## config.mk

```make
export PLATFORM = sky130hd
export DESIGN_NAME = mem_bus_arbiter
export DESIGN_NICKNAME = d
export VERILOG_FILES = /design/src/rtl/mem_bus_arb_pkg.sv /design/src/rtl/mem_bus_arbiter_beat_counter.sv /design/src/rtl/mem_bus_arbiter.sv
export SDC_FILE = /design/constraint.sdc
export NUM_CORES = 1
export LEC_CHECK = 0
export CAP_MARGIN = 20
export CORE_MARGIN = 8
export CORE_UTILIZATION = 47
export DETAILED_ROUTE_END_ITERATION = 8
export GPL_TIMING_DRIVEN = 0
export MAX_ROUTING_LAYER = met4
export PLACE_DENSITY_LB_ADDON = 0.25
export SLEW_MARGIN = 5
export SYNTH_ARGS = -nofsm -noshare
export SYNTH_HDL_FRONTEND = slang
export SYNTH_SLANG_ARGS = --single-unit
export TNS_END_PERCENT = 100
```

## constraint.sdc

```tcl
create_clock -name clk_i -period 2.8 [get_ports clk_i]
set_clock_uncertainty 0.05 [all_clocks]
set_input_delay 0.42 -clock clk_i [delete_from_list [all_inputs] [get_ports clk_i]]
set_output_delay 0.42 -clock clk_i [all_outputs]
set_load 0.01 [all_outputs]
```

## src/rtl/mem_bus_arb_pkg.sv

```systemverilog
// Shared types and constants for the memory bus arbiter.
package mem_bus_arb_pkg;

    // Arbiter state encoding.
    typedef enum logic [2:0] {
        StIdle,
        StGrantMem,
        StGrantIf,
        StDoneMem,
        StDoneIf
    } arb_state_e;

    // Owner of the most recently completed transaction.
    typedef enum logic {
        GntIf  = 1'b0,
        GntMem = 1'b1
    } arb_grant_e;

    // Byte-to-word address shift.
    localparam int unsigned WordOffset = 2;

endpackage

```

## src/rtl/mem_bus_arbiter_beat_counter.sv

```systemverilog
// Loadable refill beat counter with a terminal-count flag.
// With a single-word line the counter collapses to a constant 0 that is always terminal.
module arb_beat_counter #(
    parameter int unsigned LineWords = 4,
    localparam int unsigned BeatW = (LineWords > 1) ? $clog2(LineWords) : 1
) (
    input  logic             clk_i,
    input  logic             rst_ni,
    input  logic             clear_i,
    input  logic             inc_i,
    output logic [BeatW-1:0] beat_o,
    output logic             last_o
);

    if (LineWords > 1) begin : g_count
        logic [BeatW-1:0] cnt_q, cnt_d;

        // Clear has priority so a new grant always starts at beat 0.
        always_comb begin
            cnt_d = cnt_q;
            if (clear_i) begin
                cnt_d = '0;
            end else if (inc_i) begin
                cnt_d = cnt_q + BeatW'(1);
            end
        end

        // Beat count register, synchronous active-low reset.
        always_ff @(posedge clk_i) begin
            if (!rst_ni) begin
                cnt_q <= '0;
            end else begin
                cnt_q <= cnt_d;
            end
        end

        assign beat_o = cnt_q;
        assign last_o = (cnt_q == BeatW'(LineWords - 1));
    end else begin : g_single
        logic unused_ctl;
        assign unused_ctl = ^{clk_i, rst_ni, clear_i, inc_i};
        assign beat_o     = '0;
        assign last_o     = 1'b1;
    end

endmodule

```

## src/rtl/mem_bus_arbiter.sv

```systemverilog
// Two-requester memory bus arbiter: instruction-line refill bursts vs single data accesses.
// Optional performance counters are compiled in with `define MEM_BUS_ARB_PERF_EN.
module mem_bus_arbiter
    import mem_bus_arb_pkg::*;
#(
    parameter int unsigned LineWords = 4,
    parameter int unsigned AddrW     = 32,
    localparam int unsigned BeatW    = (LineWords > 1) ? $clog2(LineWords) : 1
) (
    input  logic             clk_i,
    input  logic             rst_ni,
    // Fetch refill requester
    input  logic             if_req_i,
    input  logic [AddrW-1:0] if_addr_i,
    output logic             if_rvalid_o,
    output logic [BeatW-1:0] if_beat_o,
    output logic [31:0]      if_rdata_o,
    output logic             if_done_o,
    // Data access requester
    input  logic             mem_req_i,
    input  logic             mem_we_i,
    input  logic [AddrW-1:0] mem_addr_i,
    input  logic [31:0]      mem_wdata_i,
    output logic [31:0]      mem_rdata_o,
    output logic             mem_done_o,
    // External memory bus
    output logic             bus_req_o,
    output logic             bus_we_o,
    output logic [AddrW-1:0] bus_addr_o,
    output logic [31:0]      bus_wdata_o,
    input  logic             bus_ack_i,
    input  logic [31:0]      bus_rdata_i,
    // Hazard unit
    output logic             stall_if_o,
`ifdef MEM_BUS_ARB_PERF_EN
    output logic [31:0]      perf_if_lines_o,
    output logic [31:0]      perf_mem_acc_o,
    output logic [31:0]      perf_stall_cyc_o,
`endif
    output logic             stall_mem_o
);

    localparam int unsigned LineOffW = $clog2(LineWords) + WordOffset;

    arb_state_e       state_q, state_d;
    arb_grant_e       last_grant_q, last_grant_d;
    logic [AddrW-1:0] base_q, base_d;
    logic             bus_req_q, bus_req_d;
    logic             bus_we_q, bus_we_d;
    logic [AddrW-1:0] bus_addr_q, bus_addr_d;
    logic [31:0]      bus_wdata_q, bus_wdata_d;
    logic             if_rvalid_q, if_rvalid_d;
    logic [BeatW-1:0] if_beat_q, if_beat_d;
    logic [31:0]      if_rdata_q, if_rdata_d;
    logic             if_done_q, if_done_d;
    logic [31:0]      mem_rdata_q, mem_rdata_d;
    logic             mem_done_q, mem_done_d;

    logic             beat_clr, beat_inc, beat_last, ack_taken;
    logic [BeatW-1:0] beat_q, beat_nxt;

    // Offset bits below the word/line boundary are masked off by design.
    logic unused_addr;
    assign unused_addr = ^{if_addr_i[LineOffW-1:0], mem_addr_i[WordOffset-1:0]};

    arb_beat_counter #(
        .LineWords (LineWords)
    ) u_beat_counter (
        .clk_i   (clk_i),
        .rst_ni  (rst_ni),
        .clear_i (beat_clr),
        .inc_i   (beat_inc),
        .beat_o  (beat_q),
        .last_o  (beat_last)
    );

    // An ack only counts once the request is actually on the bus.
    assign ack_taken = bus_req_q & bus_ack_i;
    assign beat_nxt  = beat_q + BeatW'(1);

    // Next-state and registered-output logic.
    always_comb begin
        state_d      = state_q;
        last_grant_d = last_grant_q;
        base_d       = base_q;
        bus_req_d    = bus_req_q;
        bus_we_d     = bus_we_q;
        bus_addr_d   = bus_addr_q;
        bus_wdata_d  = bus_wdata_q;
        if_rvalid_d  = 1'b0;
        if_beat_d    = if_beat_q;
        if_rdata_d   = if_rdata_q;
        if_done_d    = 1'b0;
        mem_rdata_d  = mem_rdata_q;
        mem_done_d   = 1'b0;
        beat_clr     = 1'b0;
        beat_inc     = 1'b0;

        unique case (state_q)
            StIdle: begin
                bus_req_d = 1'b0;
                // On contention the requester that did not go last wins.
                if (mem_req_i && (!if_req_i || last_grant_q == GntIf)) begin
                    state_d     = StGrantMem;
                    bus_we_d    = mem_we_i;
                    bus_addr_d  = {mem_addr_i[AddrW-1:WordOffset], {WordOffset{1'b0}}};
                    bus_wdata_d = mem_wdata_i;
                end else if (if_req_i) begin
                    state_d     = StGrantIf;
                    base_d      = {if_addr_i[AddrW-1:LineOffW], {LineOffW{1'b0}}};
                    bus_we_d    = 1'b0;
                    bus_addr_d  = {if_addr_i[AddrW-1:LineOffW], {LineOffW{1'b0}}};
                    bus_wdata_d = '0;
                    beat_clr    = 1'b1;
                end
            end
            StGrantMem: begin
                bus_req_d = 1'b1;
                if (ack_taken) begin
                    bus_req_d    = 1'b0;
                    mem_rdata_d  = bus_rdata_i;
                    mem_done_d   = 1'b1;
                    last_grant_d = GntMem;
                    state_d      = StDoneMem;
                end
            end
            StGrantIf: begin
                bus_req_d = 1'b1;
                if (ack_taken) begin
                    if_rvalid_d = 1'b1;
                    if_rdata_d  = bus_rdata_i;
                    if_beat_d   = beat_q;
                    beat_inc    = 1'b1;
                    if (beat_last) begin
                        bus_req_d    = 1'b0;
                        if_done_d    = 1'b1;
                        last_grant_d = GntIf;
                        state_d      = StDoneIf;
                    end else begin
                        bus_addr_d = base_q + (AddrW'(beat_nxt) << WordOffset);
                    end
                end
            end
            StDoneMem, StDoneIf: begin
                bus_req_d = 1'b0;
                state_d   = StIdle;
            end
            default: begin
                bus_req_d = 1'b0;
                state_d   = StIdle;
            end
        endcase
    end

    // State and output registers; reset abandons any transaction silently.
    always_ff @(posedge clk_i) begin
        if (!rst_ni) begin
            state_q      <= StIdle;
            last_grant_q <= GntIf;
            base_q       <= '0;
            bus_req_q    <= 1'b0;
            bus_we_q     <= 1'b0;
            bus_addr_q   <= '0;
            bus_wdata_q  <= '0;
            if_rvalid_q  <= 1'b0;
            if_beat_q    <= '0;
            if_rdata_q   <= '0;
            if_done_q    <= 1'b0;
            mem_rdata_q  <= '0;
            mem_done_q   <= 1'b0;
        end else begin
            state_q      <= state_d;
            last_grant_q <= last_grant_d;
            base_q       <= base_d;
            bus_req_q    <= bus_req_d;
            bus_we_q     <= bus_we_d;
            bus_addr_q   <= bus_addr_d;
            bus_wdata_q  <= bus_wdata_d;
            if_rvalid_q  <= if_rvalid_d;
            if_beat_q    <= if_beat_d;
            if_rdata_q   <= if_rdata_d;
            if_done_q    <= if_done_d;
            mem_rdata_q  <= mem_rdata_d;
            mem_done_q   <= mem_done_d;
        end
    end

    assign bus_req_o   = bus_req_q;
    assign bus_we_o    = bus_we_q;
    assign bus_addr_o  = bus_addr_q;
    assign bus_wdata_o = bus_wdata_q;
    assign if_rvalid_o = if_rvalid_q;
    assign if_beat_o   = if_beat_q;
    assign if_rdata_o  = if_rdata_q;
    assign if_done_o   = if_done_q;
    assign mem_rdata_o = mem_rdata_q;
    assign mem_done_o  = mem_done_q;
    assign stall_if_o  = if_req_i & ~if_done_q;
    assign stall_mem_o = mem_req_i & ~mem_done_q;

`ifdef MEM_BUS_ARB_PERF_EN
    logic [31:0] perf_if_q, perf_mem_q, perf_stall_q;

    // Saturating event counters.
    always_ff @(posedge clk_i) begin
        if (!rst_ni) begin
            perf_if_q    <= '0;
            perf_mem_q   <= '0;
            perf_stall_q <= '0;
        end else begin
            if (if_done_q && perf_if_q != '1) begin
                perf_if_q <= perf_if_q + 32'd1;
            end
            if (mem_done_q && perf_mem_q != '1) begin
                perf_mem_q <= perf_mem_q + 32'd1;
            end
            if ((stall_if_o || stall_mem_o) && perf_stall_q != '1) begin
                perf_stall_q <= perf_stall_q + 32'd1;
            end
        end
    end

    assign perf_if_lines_o  = perf_if_q;
    assign perf_mem_acc_o   = perf_mem_q;
    assign perf_stall_cyc_o = perf_stall_q;
`endif

endmodule

```

==> impl_metrics.py <==
metrics = {
    "status": {
        "status": "completed",
    },
    "synth": {
        "yosysUniqueCellTypes": 43,
        "synth_edf_count": 0,
        "ys_warn_count": 0,
        "ys_seq_area_frac": 0.4655,
        "synth.area.top_cells": "dfxtp_1 (47%), a21oi_1 (9.1%), o21ai_0 (6.5%)",
        "synth_seq_cells": 167,
        "synth_async_sr_flop_share": 0,
        "syn_inst": 854,
        "avgSynthCellArea_sq_um": 8.410,
        "synth_top_area_share": 0.4655,
        "synth.cell_area_sq_mm": 0.007182,
        "ys.flop_type": "dfxtp_1",
        "synth_area_leader_cell": "dfxtp_1",
    },
    "worst_setup_path": {
        "rrSetupSlack_ns": 0.52,
        "path_class": "in -> out",
        "rr_startpoint": "u_beat_counter.beat_o[0]",
        "rr_endpoint": "bus_addr_o[30]",
        "critPathCaptureType": "output pin",
        "cp.arrival_ns": 2.26,
        "cp.required_ns": 2.33,
        "worstPathMaxFanout": 19,
        "cp-endpoint": "stall_mem_o",
        "reg2reg_depth": 5,
        "cp-start-kind": "input pin",
        "crit_path_start": "mem_req_i",
    },
    "floorplan": {
        "ios": 271,
        "dieWidth_um": 139.6,
        "num_rows": 45,
        "core-area_sq_mm": 0.01509,
        "die_area_sq_mm": 0.01949,
        "fp.dieH_um": 139.6,
        "initial_core_util": 0.4760,
    },
    "global_route": {
        "antenna_found_initial": 0,
        "grt_pass1_vias": 7460,
        "grt_pass1_wl_mm": 40.26,
        "globalRouteOverflowTotal": 0,
        "grt_use_total": 0.2616,
        "grt_max_degree": 20,
    },
    "clock_network": {
        "cts_hold_buffers": 0,
        "cts_buffers": 17,
        "cts_sinks": 167,
        "cts_resized": 3,
        "cts_htree_levels": 4,
        "root_buffer": "clkbuf_16",
        "path_clk_slew_ns": 0.06,
        "clockBufferDepth": 2,
        "post-cts-setup-buffer-count": 0,
        "cts_tree": "done",
        "clk_latency_ns": 0.43,
    },
    "timing": {
        "period_needed_ns": 2.728,
        "clock.fmax_mhz": 366.6,
        "fin_crit_sh": 0.9742,
        "tns_ns": 0,
        "hold_ws_ns": 0.4161,
        "hold_viol_final": 0,
        "maxSlewViolCount": 0,
        "tightestPinTransition_ns": 0.8513,
        "rsz0062_at_grt": "no",
        "relSlewSlack": 0.4325,
        "finalSetupViolCount": 0,
    },
    "layout": {
        "final_area_sq_mm": 0.01067,
        "drive_above_1_share": 0.04969,
        "area_growth_pct": 48.52,
        "diodes": 0,
        "fin_util": 0.7069,
        "nets": 1270,
    },
    "placed_design": {
        "dpl_cell_area_sq_mm": 0.01003,
        "gp_congestion": 0.8570,
        "detailed_place_hpwl_mm": 19.04,
        "io_buffers": 261,
    },
    "route": {
        "vias": 7755,
        "drtIter0Drc": 668,
        "drtAntennaViolNets": 0,
        "post_drt_wl_per_cell_um": 19.31,
        "drc": 0,
        "dr.pass1.iters": 5,
        "routed_via_density": 5.809,
        "wl_mm": 25.78,
    },
    "pwr": {
        "power_density_mw_per_mm2": 584.5,
        "ir_worst_vdd_uv": 412.8,
        "p_leak_nw": 3.660,
    },
    "job": {
        "max-cap-violations": 0,
    },
    "hold_path": {
        "min-delay-start": "bus_addr_o[17]",
        "holdCritPathClass": "reg -> reg",
    },
}
power breakdown:
part | total (W) | internal [W] | switching, W
Sequential | 0.00256 | 0.00250 | 0.0000613
Clock | 0.00251 | 0.00154 | 0.000968
Combinational | 0.00116 | 0.000542 | 0.000622
per-stage QoR:
stage	power (W)	setup slack (ns)	std cells
floorplan	0.003175	0.8688	855
global placement	0.003753	-0.6426	1304
detailed placement	0.003768	-0.6368	1304
CTS	0.006266	0.07022	1335
global route	0.006469	0.004754	1335
finish	0.006235	0.07231	1335
critical path, cell delays in order:
cell and delay, ns:
clkdlybuf4s50_1 0.49, clkbuf_2 0.27, clkbuf_4 0.34, nor2b_1 0.16, clkdlybuf4s50_1 0.58
state kept, by name, indices dropped and copies added, names as in the netlist:
| register | count |
|---|---|
| state_q | 3 |
| if_rdata_o | 32 |
| base_q | 28 |
| bus_addr_o | 30 |
| if_done_o | 1 |
| if_beat_o | 2 |
| if_rvalid_o | 1 |
| mem_rdata_o | 32 |
| bus_we_o | 1 |
| bus_req_o | 1 |
| u_beat_counter.beat_o | 2 |
| bus_wdata_o | 32 |
| last_grant_q | 1 |
| mem_done_o | 1 |
worst min-delay path by stage:
stage / end / slack [ns] / cells after the start
floorplan: base_q[10] / 0.39 / 2
global placement: bus_addr_o[28] / 0.40 / 1
detailed placement: bus_addr_o[10] / 0.40 / 1
CTS: bus_addr_o[10] / 0.42 / 1
global route: bus_addr_o[28] / 0.43 / 1
finish: bus_addr_o[17] / 0.42 / 1
metal layers:
| layer | part of all wire | global-route usage | wire length, um | vias to the layer above |
|---|---|---|---|---|
| met5 | 0 | - | 0 | - |
| met1 | 0.41 | 0.3052 | 10650 | 3692 |
| met2 | 0.48 | 0.4136 | 12320 | 287 |
| li1 | - | - | - | 3725 |
| met4 | 0.031 | 0.1103 | 799 | 0 |
| met3 | 0.078 | 0.07866 | 2017 | 51 |
synthesized netlist by cell type (3+ instances only):
| cell | n |
|---|---|
| buf_1 | 8 |
| o31ai_1 | 30 |
| dfxtp_1 | 167 |
| nor2_1 | 5 |
| o21ai_0 | 93 |
| nand4_1 | 61 |
| clkbuf_1 | 77 |
| a21oi_1 | 131 |
| o221ai_1 | 28 |
| nor3_1 | 3 |
| buf_2 | 14 |
| a311oi_1 | 3 |
| inv_1 | 30 |
| nand2b_1 | 31 |
| nand3_1 | 69 |
| buf_6 | 4 |
| o21ai_1 | 8 |
| nand2_1 | 32 |
| a32o_1 | 28 |
layout by cell type (no fill, tap or decap), drive strengths merged, types with 3 or more instances in the layout:
master           n
dfxtp          167
o21ai          101
o221ai          28
clkdlybuf4s50  261
nand3           69
a311oi           3
bufinv           4
a21oi          131
inv             32
o31ai           30
nand2b          31
nor2             5
clkbuf          97
clkinv           4
nor3             3
buf             28
nand2           32
a32o            28
a221oi           3
nand4           61
logic make-up (layout without fill, tap and decap cells):
family                     after synthesis  in the layout  synth area share
DFF                                    167            167            0.4655
other                                    1              2         0.0005221
xor gates and xnor gates                 1              1          0.001220
buffers and inverters                  136            428           0.07875
and+or+nand+nor                        217            217            0.1662
adders and majority gates                2              2          0.003484
AOI/OAI and AO/OA                      330            330            0.2843
final cells by class:
class                   count  area [sq um]
plain buffers             104         450.4
clock buffers              21         460.4
clock inverters            11         171.4
fillers                  1254          4423
inverters                  31         116.4
multi-input cells         552          3277
flip-flops and latches    167          3343
well taps                 188         235.2
repair buffers            261          2613
No activity file was read; power rests on OpenSTA's default activity.
